===== config.mk =====
export PLATFORM = sky130hd
export DESIGN_NAME = linear_layer_srl_fifo_ctrl_flat
export DESIGN_NICKNAME = d
export VERILOG_FILES = /design/src/rtl/linear_layer_fifo_pkg.sv /design/src/rtl/linear_layer_srl_fifo_ctrl_if.sv /design/src/rtl/linear_layer_srl_storage.sv /design/src/rtl/linear_layer_srl_fifo_ctrl.sv /design/src/flat_wrapper.sv
export SDC_FILE = /design/constraint.sdc
export NUM_CORES = 1
export LEC_CHECK = 0
export CORE_AREA = 2 2 39 41
export CTS_CLUSTER_DIAMETER = 50
export DETAILED_ROUTE_END_ITERATION = 8
export DIE_AREA = 0 0 41 43
export SETUP_SLACK_MARGIN = 0.1
export SLEW_MARGIN = 20
export SYNTH_ARGS = -nofsm -noshare
export SYNTH_HDL_FRONTEND = slang
export SYNTH_SLANG_ARGS = --single-unit

===== constraint.sdc =====
create_clock -name clk -period 4 [get_ports clk]
set_clock_uncertainty 0.2 [all_clocks]
set_input_delay 1 -clock clk [delete_from_list [all_inputs] [get_ports clk]]
set_output_delay 1 -clock clk [all_outputs]
set_load 0.03 [all_outputs]

===== src/rtl/linear_layer_fifo_pkg.sv =====
// Shared types, constants and helpers for the Linear_Layer SRL FIFO controller and its storage.
package linear_layer_fifo_pkg;

  typedef int unsigned fifo_count_t;

  localparam int unsigned FIFO_ERR_OVF = 0;
  localparam int unsigned FIFO_ERR_UDF = 1;
  localparam int unsigned FIFO_ERR_W   = 2;

  function automatic int unsigned clog2(input int unsigned value);
    int unsigned result;
    result = 0;
    while ((32'd1 << result) < value) begin
      result = result + 1;
    end
    return result;
  endfunction

endpackage


===== src/rtl/linear_layer_srl_fifo_ctrl_if.sv =====
// Producer/consumer handshake bundle for the Linear_Layer SRL FIFO.
interface linear_layer_srl_fifo_ctrl_if #(
  parameter int unsigned DATA_WIDTH = 1
);
  logic                  if_write;
  logic [DATA_WIDTH-1:0] if_din;
  logic                  if_full_n;
  logic                  if_read;
  logic [DATA_WIDTH-1:0] if_dout;
  logic                  if_empty_n;

  modport master (
    output if_write, if_din, if_read,
    input  if_full_n, if_dout, if_empty_n
  );

  modport slave (
    input  if_write, if_din, if_read,
    output if_full_n, if_dout, if_empty_n
  );
endinterface


===== src/rtl/linear_layer_srl_storage.sv =====
// Non-reset shift-register storage: new data enters tap 0, read tap chosen by addr.
module linear_layer_srl_storage
  import linear_layer_fifo_pkg::*;
#(
  parameter int unsigned DATA_WIDTH = 1,
  parameter int unsigned ADDR_WIDTH = 1,
  parameter fifo_count_t DEPTH      = 2
) (
  input  logic                  clk,
  input  logic                  we,
  input  logic [ADDR_WIDTH-1:0] addr,
  input  logic [DATA_WIDTH-1:0] din,
  output logic [DATA_WIDTH-1:0] dout
);
  localparam int unsigned TAP_W = clog2(DEPTH);

  logic [DATA_WIDTH-1:0] r_sr [DEPTH];
  logic [TAP_W-1:0]      w_tap;

  always_ff @(posedge clk) begin
    if (we) begin
      r_sr[0] <= din;
      for (int unsigned i = 1; i < DEPTH; i++) begin
        r_sr[i] <= r_sr[i-1];
      end
    end
  end

  assign w_tap = addr[TAP_W-1:0];
  assign dout  = r_sr[w_tap];
endmodule


===== src/rtl/linear_layer_srl_fifo_ctrl.sv =====
// SRL FIFO controller: occupancy count, registered full_n/empty_n flags and sticky error flags.
module linear_layer_srl_fifo_ctrl
  import linear_layer_fifo_pkg::*;
#(
  parameter int unsigned DATA_WIDTH = 1,
  parameter int unsigned ADDR_WIDTH = 1,
  parameter fifo_count_t DEPTH      = 2
) (
  input  logic                        clk,
  input  logic                        reset_n,
  linear_layer_srl_fifo_ctrl_if.slave fifo,
  output logic [ADDR_WIDTH:0]         count,
  output logic                        err_ovf,
  output logic                        err_udf
);
  localparam logic [ADDR_WIDTH:0] DEPTH_C = (ADDR_WIDTH+1)'(DEPTH);

  logic [ADDR_WIDTH:0]     r_count;
  logic                    r_full_n;
  logic                    r_empty_n;
  logic [FIFO_ERR_W-1:0]   r_err;

  logic                    w_push;
  logic                    w_pop;
  logic [ADDR_WIDTH:0]     w_count_next;
  logic [ADDR_WIDTH:0]     w_count_m1;
  logic [ADDR_WIDTH-1:0]   w_addr;
  logic [DATA_WIDTH-1:0]   w_dout;

  assign w_push     = fifo.if_write & r_full_n;
  assign w_pop      = fifo.if_read  & r_empty_n;
  assign w_count_m1 = r_count - 1'b1;
  assign w_addr     = (r_count == '0) ? '0 : w_count_m1[ADDR_WIDTH-1:0];

  always_comb begin
    w_count_next = r_count;
    if (w_push && !w_pop) begin
      w_count_next = r_count + 1'b1;
    end else if (!w_push && w_pop) begin
      w_count_next = w_count_m1;
    end
  end

  // Flags come from next-count so they track occupancy with exactly one cycle of latency.
  always_ff @(posedge clk or negedge reset_n) begin
    if (!reset_n) begin
      r_count   <= '0;
      r_full_n  <= 1'b1;
      r_empty_n <= 1'b0;
      r_err     <= '0;
    end else begin
      r_count   <= w_count_next;
      r_full_n  <= (w_count_next != DEPTH_C);
      r_empty_n <= (w_count_next != '0);
      if (fifo.if_write && !r_full_n) begin
        r_err[FIFO_ERR_OVF] <= 1'b1;
      end
      if (fifo.if_read && !r_empty_n) begin
        r_err[FIFO_ERR_UDF] <= 1'b1;
      end
    end
  end

  linear_layer_srl_storage #(
    .DATA_WIDTH (DATA_WIDTH),
    .ADDR_WIDTH (ADDR_WIDTH),
    .DEPTH      (DEPTH)
  ) u_storage (
    .clk  (clk),
    .we   (w_push),
    .addr (w_addr),
    .din  (fifo.if_din),
    .dout (w_dout)
  );

  assign fifo.if_full_n  = r_full_n;
  assign fifo.if_empty_n = r_empty_n;
  assign fifo.if_dout    = w_dout;
  assign count           = r_count;
  assign err_ovf         = r_err[FIFO_ERR_OVF];
  assign err_udf         = r_err[FIFO_ERR_UDF];
endmodule


===== src/flat_wrapper.sv =====
// flat-port wrapper written by rule: the top's interface ports become plain ports
module linear_layer_srl_fifo_ctrl_flat import linear_layer_fifo_pkg::*;
#(
  parameter int unsigned DATA_WIDTH = 1,
  parameter int unsigned ADDR_WIDTH = 1,
  parameter fifo_count_t DEPTH      = 2
)
  (clk, reset_n, count, err_ovf, err_udf, fifo_if_write, fifo_if_din, fifo_if_read, fifo_if_full_n, fifo_if_dout, fifo_if_empty_n);
  linear_layer_srl_fifo_ctrl_if #(.DATA_WIDTH(DATA_WIDTH)) fifo_i ();
  input  logic clk;
  input  logic reset_n;
  output logic [ADDR_WIDTH:0] count;
  output logic err_ovf;
  output logic err_udf;
  input wire logic [$bits(fifo_i.if_write)-1:0] fifo_if_write;
  input wire logic [$bits(fifo_i.if_din)-1:0] fifo_if_din;
  input wire logic [$bits(fifo_i.if_read)-1:0] fifo_if_read;
  output wire logic [$bits(fifo_i.if_full_n)-1:0] fifo_if_full_n;
  output wire logic [$bits(fifo_i.if_dout)-1:0] fifo_if_dout;
  output wire logic [$bits(fifo_i.if_empty_n)-1:0] fifo_if_empty_n;
  assign fifo_i.if_write = fifo_if_write;
  assign fifo_i.if_din = fifo_if_din;
  assign fifo_i.if_read = fifo_if_read;
  assign fifo_if_full_n = fifo_i.if_full_n;
  assign fifo_if_dout = fifo_i.if_dout;
  assign fifo_if_empty_n = fifo_i.if_empty_n;
  linear_layer_srl_fifo_ctrl #(.DATA_WIDTH(DATA_WIDTH), .ADDR_WIDTH(ADDR_WIDTH), .DEPTH(DEPTH)) u_core (.clk(clk), .reset_n(reset_n), .fifo(fifo_i), .count(count), .err_ovf(err_ovf), .err_udf(err_udf));
endmodule

==> results by stage, run 1 <==
STA:
- The final max-slew violation count came to 0.
- The time the final worst path needs with I/O delays and setup is 3.10 ns.
- The slew at the pin with the worst max-slew slack is 0.319 ns.
- The highest attainable clock frequency is 323 MHz.
- The post-layout worst setup margin is 0.903 ns.
- In the final timing run, aggregate negative setup slack is 0 ns.
- Setup repair after global routing left no endpoint under its margin.
- The total count of hold-check failures in the final report is 0.
- The ratio of final minimum period to clock period is 77.4%.
- The number of failing setup endpoints in the final timing report is 0.
- Measured against its own limit, the worst slew margin works out to 78.7%.

Global routing:
- The initial antenna violation count came to 0.
- The via count of the first global-routing pass is 310.
- The total overflow left after global routing is 0.
- The largest net degree at the start of global routing is 8.
- The global-route wire length before repair is 1340 um.
- The met2 layer usage reported by global route is 17.2%.
- The global routing usage summed across all routing layers is 12.3%.
- The global routing usage on met1 is 13.9%.
- For met3 alone, demand over resource in global routing was 3.14%.
- The global routing stage identified its most utilized layer as met2.

Yosys:
- A synthesized cell averages 11.7 um2.
- Of all cell types, the one taking the most synthesized area is dfrtp_1.
- The portion of the post-synthesis area used by sequential elements is 51.5%.
- The post-synth net total is 41.
- The synthesized netlist contains 24 unique library cells.
- Yosys printed 0 warnings.
- After synthesis the netlist holds a flip-flop and latch count of 8.
- The share of Yosys cell area claimed by the top area cell type is 30.5%.
- The cell area that synthesis handed to floorplanning was 410 um2.
- The instance count of the mapped netlist is 35.
- Sorting the synthesized cells by area gives the leading types as dfrtp_1 (30%), edfxtp_1 (15%), dfstp_2 (6.4%).

Layout:
- The number of antenna diodes is 0.
- The most common cell after layout, fill and taps aside is clkdlybuf4s50_1.
- The layout overhead on the synthesized area is 38.1%.
- The net count of the finished layout is 57.
- Of the cells placed in the final design, the portion with a size suffix greater than 1 is 20.0%.
- The library cells used most frequently in the layout, excluding fill and tap cells, are clkdlybuf4s50_1 (11), dfrtp_1 (5), inv_1 (4), nand2_1 (3), clkbuf_4 (3).
- The finished layout holds 66 standard cells, fillers aside.
- The filler cell count is 145.

Placement:
- The setup slack at placement is 1.17 ns.
- Including well taps, the total number of placed cells is 62.
- The wire-length estimate of the detail-placed layout is 613 um.
- The placer congestion estimate is 0.735.
- The count of buffers inserted at the top-level ports is 11.

Drt:
- The sum of routed wire length over all layers is 771 um.
- The detailed router finished its first iteration with 8 violations.
- After detailed routing, the number of remaining DRC violations is 0.
- The count of nets left with antenna violations once routing finished came out at 0.
- The number of vias after detailed routing is 324.
- The total iterations of the first detailed-routing run is 3.
- The via density per instance is 4.91.
- The mean routed wirelength per cell is 11.7 um.

Floorplan:
- The number of core rows is 14.
- The die covers 0.00176 mm2.
- Pin placement for this block handled 12 I/O pins.
- Once the floorplan was initialized, standard cells occupied 29.7% of the core.
- The floorplan die width is 41 um.
- The core area is 0.00138 mm2.
- From bottom edge to top edge, the die measures 43 um.

Pwr:
- In this run, the clock network consumes 16.3% of the power.
- Net switching is 41.6% of the power.
- The internal power is 0.242 mW.
- IR analysis of the VDD net gives a maximum drop of 224 uV.
- In this run the power density over the cells is 731 mW/mm2.
- The combinational cell fraction of total power is 50.8%.
- The analysis attributes to cell leakage a power of 0.234 nW.
- Summed over all nets, the switching power comes to 0.172 mW.
- Sequential cells burn 32.9% of the power.

Min path:
- For hold timing, the worst endpoint is u_core.u_storage.r_sr[1].
- The worst hold path passes through 0 cells.
- The path class of the tightest hold or removal check is flip-flop to flip-flop.
- The origin of the worst min-delay path is u_core.u_storage.r_sr[0].

Worst setup path:
- Walking the worst path, the cells encountered are inv_1, ha_1, mux2_1, clkdlybuf4s50_1.
- The startpoint class of the critical path is a flip-flop.
- In this run the worst path has a maximum fanout of 7.
- The arrival time of the worst setup path is 1.90 ns.
- For this run, the slowest stage of the critical path takes 0.59 ns.
- The number of buffers and inverters on the critical path is 2.
- In this run the critical register-to-register path is launched from u_core.count[0].
- The cell at the slowest stage of the critical path is clkdlybuf4s50_1.
- The worst-case register-to-register setup slack is 2.37 ns.
- The number of cells on the worst reg-to-reg path is 4.
- The worst setup path is captured at an output pin.
- Among cell families on the critical path, the largest total delay comes from buffers and inverters.
- The type of the worst setup path is flip-flop to output pin.
- The required time at the worst-slack endpoint is 2.80 ns.
- The worst flop-to-flop path endpoint is u_core.fifo.if_empty_n.

Clock network:
- The clock latency of the later-clocked register in the worst-skew pair is 0.26 ns.
- The post-CTS resize count is 0.
- The number of hold-repair buffers added at the cts stage is 0.
- The post-CTS setup buffer count is 0.
- In this run the number of H-tree levels came out at 1.
- TritonCTS built the clock tree.
- The root buffer cell is clkbuf_4.
- After clock tree synthesis, the clock-pin slew on the worst setup and hold paths is 0.06 ns.
- Clock tree synthesis found a total of 8 sinks.
- The longest clock path from root to sink contains 2 buffers.
- Buffers inserted during clock tree synthesis total 3.

Run status:
- The flow ran to the end, and the final reports show no timing, DRC or antenna violations.

Job:
- Across the run, the number of max-cap violations was 0.
-- worst register-to-register path: stages (launching register included) --
cell and delay (ns):
dfrtp_1 0.45, inv_1 0.10, ha_1 0.35, nor4_2 0.34, a211oi_2 0.08
-- final cells by class --
| cell class | count | area, um2 | share of cell area [%] |
|---|---|---|---|
| inverter | 5 | 23.8 | 4.19 |
| timing repair buffer | 11 | 110 | 19.4 |
| sequential | 8 | 211 | 37.3 |
| clock buffer | 4 | 26.3 | 4.64 |
| multi-input combinational | 22 | 175 | 30.9 |
| tap | 16 | 20.0 | 3.53 |
-- registers in the layout, indices dropped and copies added, names as in the netlist --
| name | cells |
|---|---|
| u_core.count | 2 |
| u_core.fifo.if_empty_n | 1 |
| u_core.fifo.if_full_n | 1 |
| u_core.r_err | 2 |
| u_core.u_storage.r_sr | 2 |
-- cell usage after synthesis --
cell	n
nor3_1	1
nand3_1	1
and2_4	1
nand2_2	1
nand2_1	3
nor2_1	1
o221a_1	1
mux2_1	1
and4_1	1
nand4_1	1
xnor2_2	1
a21o_1	2
clkinv_4	1
nor4_2	1
a211oi_2	1
dfstp_2	1
inv_1	4
xnor2_1	1
o21ai_1	1
o211ai_1	1
ha_1	1
dfrtp_1	5
edfxtp_1	2
a22oi_1	1
-- cells by family after synthesis --
| family | share of synthesized area (%) |
|---|---|
| flip-flops | 51.5 |
| multiplexers | 2.74 |
| AND/OR/NAND/NOR | 16.5 |
| buffers and inverters | 5.79 |
| adder cells (fa/ha/maj) | 3.05 |
| AO/OA/AOI/OAI | 14.3 |
| XOR/XNOR | 6.10 |
-- power by group through the flow --
stage	clock network, mW	logic, mW	registers, mW
global route	0.0744	0.231	0.140
floorplan	0	0.111	0.170
CTS	0.0693	0.213	0.137
detailed placement	0	0.212	0.138
finish	0.0675	0.211	0.136
global placement	0	0.212	0.138
-- stage by stage --
stage | power, mW | instance area [um2] | hold WS [ns] | utilization (%)
after floorplan | 0.281 | 410 | 0.219 | -
after global placement | 0.350 | 541 | 0.228 | 39.1
after detailed placement | 0.350 | 541 | 0.239 | 39.1
after CTS | 0.419 | 567 | 0.253 | 41.0
after global routing | 0.446 | 567 | 0.270 | 41.0
final | 0.414 | 567 | 0.250 | 41.0
-- layer usage --
| metal | vias up | routed length, um |
|---|---|---|
| met2 | 12 | 356 |
| li1 | 155 | - |
| met5 | - | 0 |
| met4 | 0 | 24 |
| met1 | 155 | 336 |
| met3 | 2 | 53 |
-- worst max path at each step --
stage	startpoint	end	cells after the start
2_1_floorplan	u_core.count[0]	fifo_if_dout	3
3_3_place_gp	u_core.count[0]	fifo_if_dout	4
3_5_place_dp	u_core.count[0]	fifo_if_dout	4
4_1_cts	u_core.count[0]	fifo_if_dout	4
5_1_grt	u_core.count[0]	fifo_if_dout	4
6_report	u_core.count[0]	fifo_if_dout	4
Note: power is estimated with default switching activity, not from simulation.
==> run 2, diff against run 1 <==
- clock period: 4 -> 2.5 ns (I/O delays scaled with it)
==> run 2 against run 1 <==
Clock power increased by 57%. Via count grew 0.62%. Cell count rose by 1.5%. Sequential share of layout area is 0.16 points lower. Register-to-register slack worse by 1.3 ns. Routed wire length shrank 1.6%. Utilization increased by 0.18 points. Sequential power up 53%. First-iteration DRC count decreased by 25%. Largest power group unchanged.
==> results by stage, run 2 (synthesized netlist as in run 1, its figures left out) <==
Clock network:
- The tree is rooted in a clkbuf_4.
- The clock slew seen by the registers of the worst setup and hold paths is 0.06 ns.
- The post-CTS setup buffer count is 0.
- The number of hold-repair buffers added at the cts stage is 0.
- The tree built by TritonCTS fans out to 8 sinks.
- The clock latency of the later-clocked register in the worst-skew pair is 0.25 ns.
- The clock tree buffer depth is 2.
- The CTS tree is done.
- In this run, CTS created clock tree buffers numbering 3.
- In this run the number of H-tree levels came out at 1.

Global routing:
- The largest net degree at the start of global routing is 7.
- The via count of the first global-routing pass is 293.
- After global routing the overflow that remains totals 0.
- The initial antenna violation count came to 0.
- The first global-routing pass estimated 1300 um of wire.
- The global routing usage summed across all routing layers is 11.8%.

STA:
- The post-layout worst setup margin is 0.185 ns.
- After routing, the total negative slack on setup checks comes to 0 ns.
- Setup repair after global routing left no endpoint under its margin.
- Dividing the final minimum period by the clock period gives 92.6%.
- The highest attainable clock frequency is 432 MHz.
- The time the final worst path needs with I/O delays and setup is 2.32 ns.
- The slew at the pin with the worst max-slew slack is 0.308 ns.
- The max-slew headroom at the worst pin is 79.4%.
- The final max-slew violation count came to 0.
- The total count of hold-check failures in the final report came to 0.
- The number of failing setup endpoints in the final timing report is 0.
- The tightest hold path in the finished design has a slack of 0.260 ns.

Pwr:
- In this run switching power makes up 41.3% of total power.
- IR analysis of the VDD net gives a maximum drop of 429 uV.
- The internal portion of the total power is 0.392 mW.
- In this run the power density over the cells is 1170 mW/mm2.
- The combinational cell fraction of total power is 53.1%.
- The switching power total is 0.276 mW.
- The power share of the clock group is 15.8%.
- For this design the static power due to leakage is 0.239 nW.
- The share of total power in sequential cells is 31.1%.

Placement:
- The placer congestion estimate is 0.726.
- At the placement stage, the worst setup path has a slack of 0.168 ns.
- The wire-length estimate of the detail-placed layout is 607 um.
- Buffers placed on the I/O ports in this run total 11.
- In this run, placement finished with an instance count of 63.

Drt:
- For this block, the routed nets add up to 759 um of wire.
- The mean routed wirelength per cell is 11.3 um.
- The count of nets left with antenna violations once routing finished came out at 0.
- The first detailed-routing pass ran for 4 iterations.
- The number of vias after detailed routing is 326.
- After detailed routing, the number of remaining DRC violations is 0.
- After detailed routing, the number of vias per cell comes to 4.87.
- The DRC violation total after the first TritonRoute iteration is 6.

Floorplan:
- The core area is 0.00138 mm2.
- The floorplan step defined a die boundary enclosing 0.00176 mm2.
- The vertical die dimension is 43 um.
- The number of I/O pins is 12.
- For this configuration, the core starts out at a cell density of 29.7%.
- The floorplan die width is 41 um.
- The number of core rows is 14.

Layout:
- The share of final-layout standard cells stronger than drive strength 1 is 23.5%.
- The number of antenna diodes in the final layout is 0.
- Excluding fillers, the count of instances in the completed layout stands at 67.
- The top cell types in the final layout, fill and taps aside, are clkdlybuf4s50_1 (10), dfrtp_1 (5), inv_1 (4), nand2_1 (3), clkbuf_4 (3).
- The most common cell after layout, fill and taps aside is clkdlybuf4s50_1.
- The final layout net count is 58.
- The area growth from synthesis to layout is 38.7%.

Worst setup path:
- The startpoint class of the critical path is a flip-flop.
- The maximum net fanout on the critical path is 5.
- Counting both buffers and inverters, the worst setup path holds a total of 1.
- STA classifies the critical path endpoint as an output pin.
- The largest single stage delay on the critical path is 0.67 ns.
- Walking the worst path, the cells encountered are clkdlybuf4s50_1.
- The required time at the worst-slack endpoint is 1.67 ns.
- The setup path with the least slack is of type flip-flop to output pin.
- The arrival time of the worst setup path is 1.49 ns.
- Among cell families on the critical path, the largest total delay comes from buffers and inverters.
- The cell at the slowest stage of the critical path is clkdlybuf4s50_1.

Min path:
- The class of the tightest hold or removal check is flip-flop to flip-flop.

Job:
- The number of violations of the max-capacitance limit is 0.

Run status:
- The flow ran to the end, and the final reports show no timing, DRC or antenna violations.
==> run 2: changes by cell type in the layout (fill, tap and decap cells not counted), sizes merged <==
cell           delta
buf               +1
clkbuf            +1
clkdlybuf4s50     -1
==> run 2: layout make-up <==
class                   instances  area, um2
repair buffers                 12        113
fillers                       144        815
inverters                       5       23.8
clock buffers                   4       26.3
multi-input cells              22        175
flip-flops and latches          8        211
well taps                      16       20.0
==> run 2: worst paths after layout <==
path | start | to | slack [ns] | cells after the start
worst max-delay path | u_core.fifo.if_full_n | fifo_if_full_n | 0.18 | 1
worst min-delay path | u_core.r_err[0] | u_core.r_err[0] | 0.26 | 1
worst max register to register | u_core.count[1] | u_core.fifo.if_empty_n | 1.03 | 3
max in group asynchronous | reset_n | u_core.fifo.if_full_n | 1.41 | 1
min in group asynchronous | reset_n | u_core.fifo.if_empty_n | 0.42 | 1
worst min register to register | u_core.r_err[0] | u_core.r_err[0] | 0.26 | 1
==> run 2: per-stage QoR <==
stage	instance area, um2	total power, mW	util (%)
global placement	548	0.571	39.6
global route	569	0.719	41.1
CTS	573	0.677	41.4
floorplan	410	0.450	-
detailed placement	548	0.574	39.6
finish	569	0.668	41.1
==> run 2: per-layer routing <==
layer / vias to the layer above / global-route usage (%) / wire [um]
met5: - / 0 / 0
met4: 0 / 12.0 / 22
met3: 4 / 3.14 / 54
met2: 15 / 14.7 / 341
met1: 147 / 15.1 / 341
li1: 160 / - / -
==> run 2: repair_timing <==
action	4_1_cts	5_1_grt
setup endpoints to repair	1	1
cloned	0	0
gates resized for setup	1	2
endpoints found under the hold margin	0	0
==> run 2: power by group through the flow <==
stage,Combinational (mW),Sequential (mW),Clock (mW)
after floorplan,0.177,0.272,0
after global placement,0.361,0.210,0
after detailed placement,0.362,0.212,0
after global routing,0.384,0.214,0.122
after CTS,0.359,0.209,0.109
final,0.355,0.208,0.106
